==> src/rtl/fir_decim_sat.sv <==
// fir_decim_sat: decimating accumulator behind an 8-tap DA FIR.
// It sums DECIM consecutive samples, then rounds, shifts and saturates the
// sum to 8 bits and queues the result in a small output FIFO.
// Optional build macro: FIRDEC_STATS_EN adds the sat_count port and counter.
`timescale 1ns/1ps
module fir_decim_sat #(
  parameter int DECIM = 4,
  parameter int SHIFT = 2,
  parameter int DEPTH = 4
) (
  input  logic        clk,
  input  logic        Rst,
  input  logic [15:0] Yn,
  input  logic        in_valid,
  output logic [7:0]  out_data,
  output logic        out_valid,
  input  logic        out_ready,
  output logic        ovf
`ifdef FIRDEC_STATS_EN
  ,
  output logic [7:0]  sat_count
`endif
);

  localparam int PW = (DECIM > 1) ? $clog2(DECIM) : 1;
  localparam int AW = $clog2(DEPTH);
  localparam int CW = AW + 1;
  localparam logic [PW-1:0] LAST_PHASE = PW'(DECIM - 1);
  localparam logic [CW-1:0] FULL_CNT   = CW'(DEPTH);

  logic [PW-1:0]      phase_reg;
  logic signed [19:0] acc_reg;
  logic signed [20:0] sum;      // one guard bit so the rounding add cannot wrap
  logic signed [20:0] rnd;
  logic [7:0]         res;
  logic               sat_evt;
  logic               push;
  logic               pop;
  logic               full;
  logic               empty;
  logic               wr_en;

  logic [7:0]         mem [DEPTH];
  logic [AW-1:0]      wr_ptr_reg;
  logic [AW-1:0]      rd_ptr_reg;
  logic [CW-1:0]      cnt_reg;
  logic               ovf_reg;

  // Running sum including the current sample; phase 0 starts a fresh window.
  always_comb begin
    if (phase_reg == '0)
      sum = {{5{Yn[15]}}, Yn};
    else
      sum = {acc_reg[19], acc_reg} + {{5{Yn[15]}}, Yn};
  end

  // Round-half-up arithmetic shift; SHIFT=0 passes the sum through untouched.
  generate
    if (SHIFT > 0) begin : g_round
      localparam logic signed [20:0] HALF = 21'sd1 <<< (SHIFT - 1);
      assign rnd = (sum + HALF) >>> SHIFT;
    end else begin : g_noround
      assign rnd = sum;
    end
  endgenerate

  // Clamp to the signed 8-bit range and flag when a clamp happened.
  always_comb begin
    sat_evt = 1'b0;
    res     = rnd[7:0];
    if (rnd > 21'sd127) begin
      res     = 8'h7F;
      sat_evt = 1'b1;
    end else if (rnd < -21'sd128) begin
      res     = 8'h80;
      sat_evt = 1'b1;
    end
  end

  assign push  = in_valid && (phase_reg == LAST_PHASE);
  assign full  = (cnt_reg == FULL_CNT);
  assign empty = (cnt_reg == '0);
  assign pop   = !empty && out_ready;
  // A full FIFO still accepts a push when the head leaves in the same cycle.
  assign wr_en = push && (!full || pop);

  // Phase counter and accumulator advance only on accepted samples.
  always_ff @(posedge clk or posedge Rst) begin
    if (Rst) begin
      phase_reg <= '0;
      acc_reg   <= '0;
    end else if (in_valid) begin
      phase_reg <= (phase_reg == LAST_PHASE) ? '0 : phase_reg + 1'b1;
      acc_reg   <= sum[19:0];
    end
  end

  // FIFO storage; contents need no reset because occupancy gates the output.
  always_ff @(posedge clk) begin
    if (wr_en)
      mem[wr_ptr_reg] <= res;
  end

  // FIFO pointers, occupancy and the sticky overrun flag.
  always_ff @(posedge clk or posedge Rst) begin
    if (Rst) begin
      wr_ptr_reg <= '0;
      rd_ptr_reg <= '0;
      cnt_reg    <= '0;
      ovf_reg    <= 1'b0;
    end else begin
      if (wr_en)
        wr_ptr_reg <= wr_ptr_reg + 1'b1;
      if (pop)
        rd_ptr_reg <= rd_ptr_reg + 1'b1;
      case ({wr_en, pop})
        2'b10:   cnt_reg <= cnt_reg + 1'b1;
        2'b01:   cnt_reg <= cnt_reg - 1'b1;
        default: cnt_reg <= cnt_reg;
      endcase
      if (push && full && !pop)
        ovf_reg <= 1'b1;
    end
  end

`ifdef FIRDEC_STATS_EN
  logic [7:0] sat_cnt_reg;

  // Saturation counter counts every clamped result, dropped or not, and sticks at 255.
  always_ff @(posedge clk or posedge Rst) begin
    if (Rst)
      sat_cnt_reg <= '0;
    else if (push && sat_evt && (sat_cnt_reg != 8'hFF))
      sat_cnt_reg <= sat_cnt_reg + 1'b1;
  end

  assign sat_count = sat_cnt_reg;
`else
  logic unused_sat;
  assign unused_sat = sat_evt;
`endif

  assign out_valid = !empty;
  assign out_data  = empty ? 8'h00 : mem[rd_ptr_reg];
  assign ovf       = ovf_reg;

endmodule

==> config.mk <==
export PLATFORM = sky130hd
export DESIGN_NAME = fir_decim_sat
export DESIGN_NICKNAME = d
export VERILOG_FILES = /design/src/rtl/fir_decim_sat.sv
export SDC_FILE = /design/constraint.sdc
export NUM_CORES = 1
export LEC_CHECK = 0
export ABC_AREA = 1
export BUFFER_PORTS_ARGS = -buffer_cell sky130_fd_sc_hd__clkbuf_2
export CORE_ASPECT_RATIO = 0.7
export CORE_MARGIN = 5
export CORE_UTILIZATION = 40
export CTS_BUF_LIST = sky130_fd_sc_hd__clkbuf_16
export CTS_CLUSTER_DIAMETER = 120
export DETAILED_ROUTE_END_ITERATION = 6
export GPL_TIMING_DRIVEN = 0
export PLACE_DENSITY = 0.63
export REMOVE_ABC_BUFFERS = 1
export SLEW_MARGIN = 20
export SYNTH_ARGS = -nofsm -noshare
export SYNTH_HDL_FRONTEND = slang
export SYNTH_SLANG_ARGS = --single-unit
==> constraint.sdc <==
create_clock -name clk -period 2.81 [get_ports clk]
set_input_delay 0.1405 -clock clk [delete_from_list [all_inputs] [get_ports clk]]
set_output_delay 0.1405 -clock clk [all_outputs]
set_load 0.005 [all_outputs]
==> flow_summary.ini <==
[timing]
hold_violations = 0
max_clock_freq_ghz = 0.317
period_share_pct = 112
maxSlewHeadroom_pct = 35.5
skew_ns = 0.0122
worstMarginPinSlew_ns = 0.961
slew_violations = 0
fin_crit_ns = 3.15
whs_ns = 0.107
rsz0062_at_grt = yes
fin_ws_ns = -0.344
setup_viol_count_final = 32

[pwr]
power_density_mw_per_mm2 = 1360
combPwrFrac_pct = 66.5
netSwitchingFraction_pct = 51.0
power_frac_clock_pct = 14.8
cellLeakagePower_nw = 2.98
power.internal_w = 0.00416
p_sw_w = 0.00432
seq_power_share_pct = 18.7
ir_drop_uv = 580

[min_path]
hold_path.class = in -> reg

[critical_path]
required_ns = 3.00
worst_setup_path_start_kind = flop
rrSetupSlack_ns = -0.34
max_stage_delay_ns = 0.43
cp.arrival_ns = 3.35
path_cells = ha_4 -> inv_2 -> fa_2 -> nand2_2 -> o21ai_4 -> inv_2 -> ha_4 -> nand3_2 -> nor2_4 -> nand3_2 -> nor2_2 -> nand2_2 -> nor2_4 -> buf_4 -> nand3_2 -> nand2_1 -> nand2_1 -> nor2_2 -> nand3_2 -> nand2_8 -> nand2_4 -> nand2_4
crit_top_cell = nand3_2
cp-end-kind = flop
path_class = reg -> reg
cp_slowest_cell = fa_2
cp_max_fo = 7

[synthesis]
yosysWarnings = 0
ys_seq_area_share_pct = 34.1
synth_seq_cells = 62
syn_area_mm2 = 0.00501
ys_types = 40
synth_cells = 700
syn_avg_cell_area_um2 = 7.16
synthSimpleGateAreaFrac_pct = 39.1
synth-xor-area-share_pct = 2.12
synth_edf_count = 32
synth_compound_area_share_pct = 8.06
synthArstFlopShare_pct = 48.4
muxShareOfSynthArea_pct = 0.225
synth_top_family_by_area = simple AND/OR/NAND/NOR gates
synthAdderAreaFrac_pct = 7.53
ys.flop_type = edfxtp_1

[drt]
drc_errors = 0
drtAntennaViolNets = 0
drtIter0Drc = 386
via_per_inst = 4.99
post_drt_wl_per_cell_um = 14.4
routed_wl_mm = 13.2
dr.pass1.iters = 5
num_vias = 4578

[die]
die-width_um = 144
die_area_mm2 = 0.0149
rows = 34
die_h_um = 104
core-area_mm2 = 0.0123
initial_utilization_pct = 40.6
io_pins = 30

[grt]
grt_max_degree = 39
grt_overflow = 0
grt_pass1_vias = 4380
grt_pass1_wl_mm = 21.5
antenna_found_initial = 0
grt_use_total_pct = 17.8

[clock_tree]
cts_buffers = 9
htreeDepth = 3
cts_sinks = 62
clk_pin_slew_ns = 0.06
tritoncts = yes
insertion_delay_ns = 0.33
cts.path.max_buffers = 2
clockRootBuffer = clkbuf_16

[cells_and_area]
diodes = 0
largest_reg_flops = 32
fin_util_pct = 50.6
areaGrowthSynthToFinish_pct = 24.5
final_nets = 800
drive_gt1_share_pct = 28.4

[placed_design]
port_buffers = 29
dp_slack_ns = -0.780
gp_congestion = 0.917
dp_hpwl_mm = 9.53

[job]
max_cap_violations = 0

[run_status]
violations = negative setup slack
outcome = complete, but fails checks
worst max-delay path, delay by kind of cell, from the launching register on:
family | cells | cell delay (ns)
adder cells (fa/ha/maj) | 3 | 0.73
AND/OR/NAND/NOR | 15 | 1.55
flip-flops | 1 | 0.41
buffers and inverters | 3 | 0.25
AO/OA/AOI/OAI | 1 | 0.07
cells by family after synthesis:
| family | Yosys count |
|---|---|
| flip-flops | 62 |
| multiplexers | 1 |
| buffers and inverters | 115 |
| XOR/XNOR | 10 |
| AO/OA/AOI/OAI | 76 |
| adder cells (fa/ha/maj) | 29 |
| AND/OR/NAND/NOR | 407 |
repair_timing:
action / CTS / global route
buffers inserted: 12 / 9
hold endpoints to repair: 30 / 0
hold buffers: 1 / 0
pin swaps: 27 / 31
endpoints found under the setup margin: 32 / 32
gates resized for setup: 48 / 54
stage by stage:
step                total power (W)  TNS [ns]  instance area [µm²]  instances
floorplan                   0.00497     -2.13                 4960        689
global placement            0.00596    -21.40                 5310        880
detailed placement          0.00607    -22.53                 5310        880
CTS                         0.00783     -9.54                 5930        909
global route                0.00922    -14.95                 6240        918
finish                      0.00849     -9.81                 6240        918
synthesized netlist by cell type (7+ instances only):
| cell type | number | area share (%) |
|---|---|---|
| clkbuf_1 | 8 | 0.60 |
| xor2_1 | 9 | 1.6 |
| inv_2 | 10 | 0.75 |
| dfrtp_1 | 30 | 15 |
| nand3_1 | 46 | 4.6 |
| ha_1 | 27 | 6.7 |
| a21oi_1 | 23 | 2.3 |
| nor2_2 | 7 | 0.87 |
| nand3_2 | 13 | 2.6 |
| nand4_1 | 12 | 1.5 |
| nor2_4 | 7 | 1.6 |
| o21ai_0 | 44 | 4.4 |
| edfxtp_1 | 32 | 19 |
| nor2_1 | 80 | 6.0 |
| nand2_1 | 192 | 14 |
| nand2_2 | 23 | 2.9 |
| inv_1 | 92 | 6.9 |
| or2_2 | 11 | 1.4 |
power by group through the flow:
stage	Combinational [W]	Clock [W]	Sequential (W)
floorplan	0.00345	0	0.00152
global placement	0.00439	0	0.00158
detailed placement	0.00448	0	0.00159
CTS	0.00498	0.00128	0.00158
global route	0.00627	0.00132	0.00163
finish	0.00564	0.00126	0.00159
cell type report:
type,instances,area [µm²]
inverter,104,399
sequential,62,1710
clock buffer,9,225
fill,1183,6090
tap,162,203
multi-input combinational,523,3280
timing repair buffer,51,317
clock inverter,7,105
routing by layer:
metal  share of wire (%)  track usage, %  up-vias
met5                   0               0        -
met4                0.60            2.76        0
met3                 7.2            4.05        9
met2                  43            26.2      105
met1                  50            27.0     2114
li1                    -               -     2350
worst paths after layout:
path	start	endpoint	cells past startpoint
min in group asynchronous	Rst	acc_reg[19]	3
worst max-delay path	acc_reg[0]	mem[1][6]	22
max in group asynchronous	Rst	phase_reg[0]	3
worst min-delay path	in_valid	phase_reg[1]	2
worst max register to register	acc_reg[0]	mem[1][6]	22
worst min register to register	ovf	ovf	1
placed cells by master, fill, tap and decap left out, types with 12 or more instances in the layout:
cell,instances
o21ai_0,43
inv_2,14
nand3_1,37
edfxtp_1,32
buf_4,20
inv_1,86
nand2_2,27
dfrtp_1,30
clkbuf_2,29
nand4_1,12
nand2_1,166
nand3_2,21
nor2_1,72
ha_1,15
nand2_4,21
a21oi_1,23
No activity file was read; power rests on OpenSTA's default activity.
